### src/rtl/kbd_pkg.sv
// Shared definitions for the CPC keyboard matrix block.
//   - default matrix geometry (KBD_ROWS x KBD_COLS)
//   - PS/2 set-2 parser state encoding
//   - prefix bytes (E0 extended, F0 break, E1 pause) and the pause skip length
//   - codes that carry no key information (self-test / ack / resend / echo)
//   - map_res_t: result of the {ext, code} -> {row, col} translation
package kbd_pkg;

    localparam int KBD_ROWS = 10;
    localparam int KBD_COLS = 8;

    typedef enum logic [2:0] {
        IDLE,
        EXT,
        BRK,
        EXT_BRK,
        SKIP
    } parse_state_t;

    localparam logic [7:0] PFX_E0 = 8'hE0;
    localparam logic [7:0] PFX_F0 = 8'hF0;
    localparam logic [7:0] PFX_E1 = 8'hE1;

    // Pause is E1 14 77 E1 F0 14 F0 77: seven bytes follow the leading E1.
    localparam logic [2:0] SKIP_LEN = 3'd7;

    localparam logic [7:0] IGN_AA = 8'hAA;
    localparam logic [7:0] IGN_FA = 8'hFA;
    localparam logic [7:0] IGN_FE = 8'hFE;
    localparam logic [7:0] IGN_EE = 8'hEE;

    typedef struct packed {
        logic       hit;
        logic [3:0] row;
        logic [2:0] col;
    } map_res_t;

    function automatic map_res_t key_at(input int row, input int col);
        map_res_t res;
        res.hit = 1'b1;
        res.row = 4'(row);
        res.col = 3'(col);
        return res;
    endfunction

endpackage

### src/rtl/ps2_cpc_map.sv
// Combinational PS/2 set-2 to CPC keyboard matrix translation.
// Ports:
//   ext_i  - code was preceded by E0
//   code_i - final scan byte
//   res_o  - {hit, row, col}; hit = 0 for codes with no CPC key
// Numeric keypad feeds the CPC function keys f0..f9 and f.; backspace is DEL.
module ps2_cpc_map
    import kbd_pkg::*;
(
    input  logic       ext_i,
    input  logic [7:0] code_i,
    output map_res_t   res_o
);

    always_comb begin
        res_o = '0;
        if (ext_i) begin
            case (code_i)
                8'h75: res_o = key_at(0, 0);   8'h74: res_o = key_at(0, 1);   // up, right
                8'h72: res_o = key_at(0, 2);   8'h6B: res_o = key_at(1, 0);   // down, left
                8'h5A: res_o = key_at(0, 6);   8'h11: res_o = key_at(1, 1);   // kp enter, ralt=copy
                8'h71: res_o = key_at(2, 0);   8'h14: res_o = key_at(2, 7);   // delete=clr, rctrl
                default: res_o = '0;
            endcase
        end else begin
            case (code_i)
                // row 0: f9 f6 f3 f.
                8'h7D: res_o = key_at(0, 3);   8'h74: res_o = key_at(0, 4);
                8'h7A: res_o = key_at(0, 5);   8'h71: res_o = key_at(0, 7);
                // row 1: copy f7 f8 f5 f1 f2 f0
                8'h11: res_o = key_at(1, 1);   8'h6C: res_o = key_at(1, 2);
                8'h75: res_o = key_at(1, 3);   8'h73: res_o = key_at(1, 4);
                8'h69: res_o = key_at(1, 5);   8'h72: res_o = key_at(1, 6);
                8'h70: res_o = key_at(1, 7);
                // row 2: [ return ] f4 shift \ ctrl
                8'h54: res_o = key_at(2, 1);   8'h5A: res_o = key_at(2, 2);
                8'h5B: res_o = key_at(2, 3);   8'h6B: res_o = key_at(2, 4);
                8'h12: res_o = key_at(2, 5);   8'h59: res_o = key_at(2, 5);
                8'h5D: res_o = key_at(2, 6);   8'h14: res_o = key_at(2, 7);
                // row 3: ^ - @ P ; : / .
                8'h55: res_o = key_at(3, 0);   8'h4E: res_o = key_at(3, 1);
                8'h0E: res_o = key_at(3, 2);   8'h4D: res_o = key_at(3, 3);
                8'h4C: res_o = key_at(3, 4);   8'h52: res_o = key_at(3, 5);
                8'h4A: res_o = key_at(3, 6);   8'h49: res_o = key_at(3, 7);
                // row 4: 0 9 O I L K M ,
                8'h45: res_o = key_at(4, 0);   8'h46: res_o = key_at(4, 1);
                8'h44: res_o = key_at(4, 2);   8'h43: res_o = key_at(4, 3);
                8'h4B: res_o = key_at(4, 4);   8'h42: res_o = key_at(4, 5);
                8'h3A: res_o = key_at(4, 6);   8'h41: res_o = key_at(4, 7);
                // row 5: 8 7 U Y H J N space
                8'h3E: res_o = key_at(5, 0);   8'h3D: res_o = key_at(5, 1);
                8'h3C: res_o = key_at(5, 2);   8'h35: res_o = key_at(5, 3);
                8'h33: res_o = key_at(5, 4);   8'h3B: res_o = key_at(5, 5);
                8'h31: res_o = key_at(5, 6);   8'h29: res_o = key_at(5, 7);
                // row 6: 6 5 R T G F B V
                8'h36: res_o = key_at(6, 0);   8'h2E: res_o = key_at(6, 1);
                8'h2D: res_o = key_at(6, 2);   8'h2C: res_o = key_at(6, 3);
                8'h34: res_o = key_at(6, 4);   8'h2B: res_o = key_at(6, 5);
                8'h32: res_o = key_at(6, 6);   8'h2A: res_o = key_at(6, 7);
                // row 7: 4 3 E W S D C X
                8'h25: res_o = key_at(7, 0);   8'h26: res_o = key_at(7, 1);
                8'h24: res_o = key_at(7, 2);   8'h1D: res_o = key_at(7, 3);
                8'h1B: res_o = key_at(7, 4);   8'h23: res_o = key_at(7, 5);
                8'h21: res_o = key_at(7, 6);   8'h22: res_o = key_at(7, 7);
                // row 8: 1 2 esc Q tab A caps Z
                8'h16: res_o = key_at(8, 0);   8'h1E: res_o = key_at(8, 1);
                8'h76: res_o = key_at(8, 2);   8'h15: res_o = key_at(8, 3);
                8'h0D: res_o = key_at(8, 4);   8'h1C: res_o = key_at(8, 5);
                8'h58: res_o = key_at(8, 6);   8'h1A: res_o = key_at(8, 7);
                // row 9: del (bits 0..5 belong to the joystick)
                8'h66: res_o = key_at(9, 7);
                default: res_o = '0;
            endcase
        end
    end

endmodule

### src/rtl/kbd_matrix.sv
// PS/2 set-2 scan byte parser driving an Amstrad CPC keyboard matrix.
// Ports:
//   clk, reset            - clock, asynchronous active-high reset
//   scan_valid/scan_data  - incoming scan byte; scan_ready is high whenever
//                           reset is low (no back-pressure)
//   row_sel               - row select from the PPI
//   row_data              - registered selected row, active-low (0 = pressed);
//                           all ones for row_sel >= ROWS
//   any_key               - registered, high while any key bit is pressed
//   map_err               - one-cycle pulse after an untranslatable final code
//   joy                   - only with KBD_MATRIX_JOY_EN: {fire2, fire1, right,
//                           left, down, up}, active-high, pulls row 9 bits low
// Build option: define KBD_MATRIX_JOY_EN to add the joystick input.
module kbd_matrix
    import kbd_pkg::*;
#(
    parameter int ROWS = KBD_ROWS,
    parameter int COLS = KBD_COLS
) (
    input  logic            clk,
    input  logic            reset,
    input  logic            scan_valid,
    input  logic [7:0]      scan_data,
    output logic            scan_ready,
    input  logic [3:0]      row_sel,
    output logic [COLS-1:0] row_data,
    output logic            any_key,
    output logic            map_err
`ifdef KBD_MATRIX_JOY_EN
    ,
    input  logic [5:0]      joy
`endif
);

    parse_state_t    state_q, state_d;
    logic [2:0]      skip_q, skip_d;
    logic [COLS-1:0] matrix_q [ROWS];
    logic [COLS-1:0] row_data_q, row_data_d;
    logic            any_key_q, any_key_d;
    logic            map_err_q;

    logic            accept;
    logic            fin, fin_ext, fin_rel;
    logic            map_ok;
    map_res_t        map_res;

    assign scan_ready = ~reset;
    assign accept     = scan_valid & scan_ready;

    // Prefix tracking; fin marks a byte that names a key.
    always_comb begin
        state_d = state_q;
        skip_d  = skip_q;
        fin     = 1'b0;
        fin_ext = 1'b0;
        fin_rel = 1'b0;
        if (accept) begin
            case (state_q)
                IDLE: begin
                    if (scan_data == PFX_E0) begin
                        state_d = EXT;
                    end else if (scan_data == PFX_F0) begin
                        state_d = BRK;
                    end else if (scan_data == PFX_E1) begin
                        state_d = SKIP;
                        skip_d  = SKIP_LEN;
                    end else if (scan_data != IGN_AA && scan_data != IGN_FA &&
                                 scan_data != IGN_FE && scan_data != IGN_EE) begin
                        fin = 1'b1;
                    end
                end
                EXT: begin
                    if (scan_data == PFX_F0) begin
                        state_d = EXT_BRK;
                    end else if (scan_data != PFX_E0) begin
                        fin     = 1'b1;
                        fin_ext = 1'b1;
                        state_d = IDLE;
                    end
                end
                BRK: begin
                    fin     = 1'b1;
                    fin_rel = 1'b1;
                    state_d = IDLE;
                end
                EXT_BRK: begin
                    fin     = 1'b1;
                    fin_ext = 1'b1;
                    fin_rel = 1'b1;
                    state_d = IDLE;
                end
                SKIP: begin
                    skip_d = skip_q - 3'd1;
                    if (skip_q <= 3'd1) begin
                        state_d = IDLE;
                    end
                end
                default: state_d = IDLE;
            endcase
        end
    end

    ps2_cpc_map u_map (
        .ext_i  (fin_ext),
        .code_i (scan_data),
        .res_o  (map_res)
    );

    // A table row outside a reduced matrix is treated as a miss.
    assign map_ok = map_res.hit && (int'(map_res.row) < ROWS);

    // Read path: selected row plus any-key summary, registered below.
    always_comb begin
        row_data_d = '1;
        any_key_d  = 1'b0;
        for (int r = 0; r < ROWS; r++) begin
            if (row_sel == 4'(r)) begin
                row_data_d = matrix_q[r];
            end
            any_key_d = any_key_d | ~(&matrix_q[r]);
        end
`ifdef KBD_MATRIX_JOY_EN
        if (row_sel == 4'd9) begin
            row_data_d[5:0] = row_data_d[5:0] & ~joy;
        end
        any_key_d = any_key_d | (|joy);
`endif
    end

    always_ff @(posedge clk or posedge reset) begin
        if (reset) begin
            state_q    <= IDLE;
            skip_q     <= '0;
            map_err_q  <= 1'b0;
            row_data_q <= '1;
            any_key_q  <= 1'b0;
        end else begin
            state_q    <= state_d;
            skip_q     <= skip_d;
            map_err_q  <= fin & ~map_ok;
            row_data_q <= row_data_d;
            any_key_q  <= any_key_d;
        end
    end

    // One register row per matrix row; press writes 0, release writes 1,
    // so typematic repeats and double releases are naturally idempotent.
    generate
        for (genvar gi = 0; gi < ROWS; gi++) begin : g_row
            always_ff @(posedge clk or posedge reset) begin
                if (reset) begin
                    matrix_q[gi] <= '1;
                end else if (fin && map_ok && (int'(map_res.row) == gi)) begin
                    matrix_q[gi][map_res.col] <= fin_rel;
                end
            end
        end
    endgenerate

    assign row_data = row_data_q;
    assign any_key  = any_key_q;
    assign map_err  = map_err_q;

endmodule

### config.mk
export PLATFORM = sky130hd
export DESIGN_NAME = kbd_matrix
export DESIGN_NICKNAME = d
export VERILOG_FILES = /design/src/rtl/kbd_pkg.sv /design/src/rtl/ps2_cpc_map.sv /design/src/rtl/kbd_matrix.sv
export SDC_FILE = /design/constraint.sdc
export NUM_CORES = 1
export LEC_CHECK = 0
export CORE_ASPECT_RATIO = 1.1
export CORE_MARGIN = 8
export CORE_UTILIZATION = 30
export CTS_CLUSTER_SIZE = 24
export DETAILED_ROUTE_END_ITERATION = 10
export PLACE_DENSITY = 0.44
export SLEW_MARGIN = 0
export SYNTH_ARGS = -nofsm -noshare
export SYNTH_HDL_FRONTEND = slang
export SYNTH_SLANG_ARGS = --single-unit
### constraint.sdc
create_clock -name clk -period 3.5 [get_ports clk]
set_clock_uncertainty 0.1 [all_clocks]
set_input_delay 0.35 -clock clk [delete_from_list [all_inputs] [get_ports clk]]
set_output_delay 0.35 -clock clk [all_outputs]
set_load 0.01 [all_outputs]
# Word-level counts from Yosys, hierarchy flattened
# Memory sizes are Yosys's and may differ from the RTL's.
# Index checks and enable logic that the tools add are counted.
dict set report totals {
  register_bits 96
  latch_bits 0
  ramBits 0
  rom_bits 1024
  in_bits 15
  output_inout_bits 11
  elab_cells 169
  mem_count 1
}
# name depth width read_ports rd_ports_with_merged_regs wr line_no
set memory_table {}
lappend memory_table {{(no name shown)} 128 8 1 0 0 ps2_cpc_map.sv:26} ;# case (code_i)
dict set report op_classes {
  add_sub_neg 1
  multipliers 0
  div_mod_pow 0
  magnitude_cmp 4
  n_eq_ne 44
  n_shift 0
  mux 48
  n_bitwise 23
  n_reduce_logical 33
}
# cell n
set op_table {}
lappend op_table {{8-bit two-way mux} 12}
lappend op_table {{8-bit bitwise mux} 10}
lappend op_table {{8-bit AND reduction} 10}
lappend op_table {{8-bit one-hot mux with 8 select lines} 1}
lappend op_table {{8-bit by 7-bit equality test with 1-bit output (second input constant)} 6}
lappend op_table {{8-bit != test (second input constant)} 5}
lappend op_table {{4-bit equality test (second input constant)} 8}
lappend op_table {{3-bit two-way mux} 9}
lappend op_table {{4-bit by 3-bit equality test with 1-bit output (second input constant)} 6}
lappend op_table {{8-bit equality test (second input constant)} 3}
lappend op_table {{8-bit by 5-bit equality test with 1-bit output (second input constant)} 2}
lappend op_table {{1-bit logical AND} 16}
lappend op_table {{4-bit by 2-bit equality test with 1-bit output (second input constant)} 3}
lappend op_table {{1-bit NOT} 12}
lappend op_table {{1-bit two-way mux} 11}
lappend op_table {{1-bit OR} 9}
lappend op_table {{3-bit one-hot mux with 3 select lines} 1}
lappend op_table {{4-bit logical NOT} 2}
lappend op_table {{2-bit != test (second input constant)} 4}
lappend op_table {{3-bit by 2-bit equality test with 1-bit output (second input constant)} 2}
lappend op_table {{3-bit one-hot mux with 2 select lines} 1}
lappend op_table {{5-bit AND reduction} 1}
lappend op_table {{4-bit by 1-bit equality test with 1-bit output (second input constant)} 1}
lappend op_table {{3-bit by 4-bit less-than comparator with 1-bit output (second input constant)} 1}
lappend op_table {{16 further kinds} 17}

# Logic depth before layout (Yosys ltp)
dict set report logic_depth {
  depth_word 12
  mapped_depth 14
  mapped_depth_nobuf 10
}

# Cells and area by module
# Synthesis repeated with hierarchy kept, for this count alone.
dict set report unflattened {
  cells_unflattened 713
  area_unflattened_um2 6423.7
}
# module n_inst cells_each area_per_inst_um2 seq_area_each_um2
set modules_own_cells {}
lappend modules_own_cells {kbd_matrix 1 499 4992.3 2512.4}
lappend modules_own_cells {ps2_cpc_map 1 214 1431.4 0.0}

# Worst setup path after synthesis
# No wires, ideal clock.
dict set report synth_timing {
  path_type {input port to flip-flop}
  from {input port scan_data[1]}
  to {register matrix_q[48] in the netlist's numbering}
  setup_time_ns 0.082
  arrival_time_ns 2.978
  required_time_ns 3.318
  setup_slack_ns 0.340
  cell_stages 14
  n_path_buf 4
  path_cell_list {clkbuf_1 inv_1 ha_1 buf_4 and2b_1 a21oi_1 mux4_2 a221oi_1 a211oi_1 buf_2 nor4bb_1 buf_2 nor2b_1 mux2_2}
}
dict set report synth_between {
  elab_chain_cells 12
  word_cells_on_any_way 44
  classes_between {order compare (3); eq/ne (17); mux (16); reduce/logical (7); memory (1)}
}
# element line_no
set synth_rtl {}
lappend synth_rtl {{start: declaration} kbd_matrix.sv:23} ;# input logic [7:0] scan_data,
lappend synth_rtl {{branches (longest 12 deep; another with memory 128 x 8 bit)} -}
lappend synth_rtl {{end signal: indexed assignment} kbd_matrix.sv:154} ;# matrix_q[gi][map_res.col] <= fin_rel;
lappend synth_rtl {{end: declaration} kbd_matrix.sv:37} ;# logic [COLS-1:0] matrix_q [ROWS];
# Several ways; the timed one is not identified.
# A chain may end at the register's enable or synchronous reset.

# Final worst setup path
dict set report layout_timing {
  from {input port scan_data[5]}
  to {register matrix_q[22] in the netlist's numbering}
}
# Same word-level chain as after synthesis.

==> out/summary.txt <==
Remaining DRCs = 0
global route overflow = 0
largest net degree at the start of global routing = 77
first-pass GRT wire length = 37,380 um
r2r endpoint = matrix_q[22]
total power draw = 2.914 mW
I/O pin total = 26
share of layout cells above drive strength 1 = 46.30%
synthesized area per cell = 9.706 um2
final max-slew violation count = 0
Synth top area share = 34.03%
fin crit period = 3.255 ns
most common flop cell mapped by yosys = dfstp_2
simple-gate share of the synthesized area = 23.66%
ranking of synthesized cells by area = dfstp_2 34%, mux2_2 13%, mux4_2 3.6%
Critical Path RT = 3.69 ns
xor-xnor portion of the synthesized cell area = 0.2578%
WHS Path Cells = 0
crit share post-route = 92.99%
post-synthesis compound-gate area fraction = 14.01%
Mapped Cells = 700
Final GP Congestion = 0.9682
Place WS = -0.3356 ns
sequential cell area fraction in the yosys report = 36.98%
antenna violations before repair = 0
count leader, synth = dfstp_2
Cell Rows = 57
top cells by count, synth = 88 x dfstp_2, 78 x mux2_2, 54 x nand2_1
unrepaired setup endpoints after global routing = false
CTS buffer count = 9
mux cell area share after synthesis = 17.81%
WS Path Type = in -> reg
placed insts = 1,116
post-synthesis net count = 724
drt first-iter violations = 391
CTS tree = yes
vias = 6,114
Die W = 159.5 um
MaxCap Viol Count = 0
Core Box Area = 22,180 um2
adder-cell share of the synthesized area = 1.657%
relative slew slack = 46.95%
Final Hold Viols = 0
Initial Util = 30.63%
clk sinks = 96
Synth area leader = dfstp_2
Post-synth EDFFs = 0
Yosys reg bits = 96
Pwr per Cell Area = 332.6 nW/um2
status = complete, no violations
non-filler cells, final = 1,133
actual slew at the worst max-slew pin = 0.7896 ns
DR WL/cell = 20.60 um
main combinational cell family by area after synthesis = simple AND/OR/NAND/NOR gates
hold buffer count at cts = 0
ANT cells = 0
FF-to-FF Start = state_q[2]
Worst Path Arrival = 3.44 ns
Fmax achieved = 307.3 MHz
CP Launch Type = input port
Detailed Route WL = 23,340 um
maximum vdd drop = 0.2199 mV
nets = 857
Setup crit end kind = flip-flop
final worst setup slack = 0.2454 ns
leakage power = 3.444 nW
Yosys warning total = 0
Post-synth ARST share = 100.0%
reg-to-reg setup timing slack = 0.37 ns
post-DP HPWL = 17,960 um
H-tree Lvls = 3
HP Start = matrix_q[0]
post-synth cell types = 81
Hold Path End = matrix_q[0]
Clock Latency Late Sink = 0.36 ns
Clock Pin Slew Worst Setup and Hold Paths = 0.07 ns
first-pass iteration count of the detailed router = 6
Die Ht = 173.8 um
Worst Path Max Fanout = 11
cell count of the worst reg-to-reg path = 11
Hold Crit Class = reg -> reg
post-layout util = 39.50%
Via-to-Cell Ratio = 5.396
endpoints failing setup = 0
Syn-to-layout area delta = 28.95%
antenna viol nets, final = 0
die area = 27,720 um2
vias in the first global route = 6,353
Clock Tree Buf Depth = 2
cell area after synthesis = 6794 um2
GRT Total Usage = 16.96%
port buffer count = 25
CTS root buf = clkbuf_16
[worst max path at each step]
stage / endpoint / startpoint / depth (start not counted) / slack [ns]
floorplan: matrix_q[48] / scan_data[1] / 14 / 0.34
global placement: matrix_q[48] / scan_data[1] / 14 / -0.35
detailed placement: matrix_q[67] / scan_data[1] / 13 / -0.34
CTS: matrix_q[67] / scan_data[1] / 13 / 0.03
global route: matrix_q[48] / scan_data[5] / 12 / 0.12
finish: matrix_q[22] / scan_data[5] / 12 / 0.25
[layout by cell type, fill, tap and decap left out, drive strengths merged, types with 18 or more instances in the layout]
| master | Yosys | final |
|---|---|---|
| o21ai | 31 | 31 |
| buf | 32 | 154 |
| mux2 | 81 | 81 |
| nand4 | 36 | 36 |
| clkdlybuf4s50 | 0 | 22 |
| nand2 | 54 | 54 |
| dfstp | 88 | 88 |
| nor2 | 51 | 51 |
| nor2b | 31 | 31 |
| nand2b | 18 | 18 |
| nand3 | 31 | 31 |
| a21oi | 23 | 23 |
| inv | 15 | 18 |
[routing by layer]
metal	GRT usage (%)	wire length (um)	vias to the layer above
li1	-	-	2879
met1	21.51	10290	3015
met2	28.11	11280	174
met3	2.423	953	46
met4	7.592	813	0
met5	0	0	-
[flip-flops by register name, indices dropped and copies added (netlist names)]
signal	flops
any_key	1
map_err	1
matrix_q	80
row_data	8
skip_q	3
state_q	3
[worst max-delay path: stages]
cell,delay (ns)
clkdlybuf4s50_1,0.57
buf_4,0.22
nand2b_1,0.16
o41ai_4,0.43
buf_4,0.22
nor2b_1,0.06
a311o_1,0.47
buf_4,0.22
nor3_1,0.21
buf_4,0.17
nand2_1,0.08
mux2_2,0.27
[power breakdown]
| group | switching, mW | total (mW) | internal [mW] | leakage, nW |
|---|---|---|---|---|
| registers | 0.0251 | 1.18 | 1.15 | 1.00 |
| logic | 0.413 | 0.738 | 0.325 | 2.29 |
| clock network | 0.475 | 0.996 | 0.521 | 0.148 |
| total | 0.913 | 2.91 | 2.00 | 3.44 |
[through the flow]
| step | instance area, um2 | hold WS, ns | setup TNS (ns) |
|---|---|---|---|
| floorplan | 6794 | 0.3355 | 0 |
| global placement | 8282 | 0.2692 | -16.03 |
| detailed placement | 8282 | 0.2677 | -15.17 |
| CTS | 8583 | 0.2790 | 0 |
| global route | 8761 | 0.2846 | 0 |
| finish | 8761 | 0.2765 | 0 |
[what timing repair did]
item / 4_1_cts / 5_1_grt
gates resized for setup: 0 / 34
endpoints found under the setup margin: 0 / 71
setup buffers: 0 / 1
[final cells by class]
class / count / area (um2)
timing repair buffer: 179 / 1454
sequential: 96 / 2512
inverter: 16 / 62.56
fill: 2223 / 13420
clock buffer: 10 / 239.0
tap: 295 / 369.1
multi-input combinational: 531 / 4061
clock inverter: 6 / 62.56
[cell families (layout without fill, tap and decap cells)]
kind of cell,count (synthesis),count (layout)
AND/OR/NAND/NOR,288,288
AO/OA/AOI/OAI,135,135
multiplexers,97,97
flip-flops,96,96
buffers and inverters,73,211
adder cells (fa/ha/maj),9,9
XOR/XNOR,2,2
No activity file was read; power rests on OpenSTA's default activity.
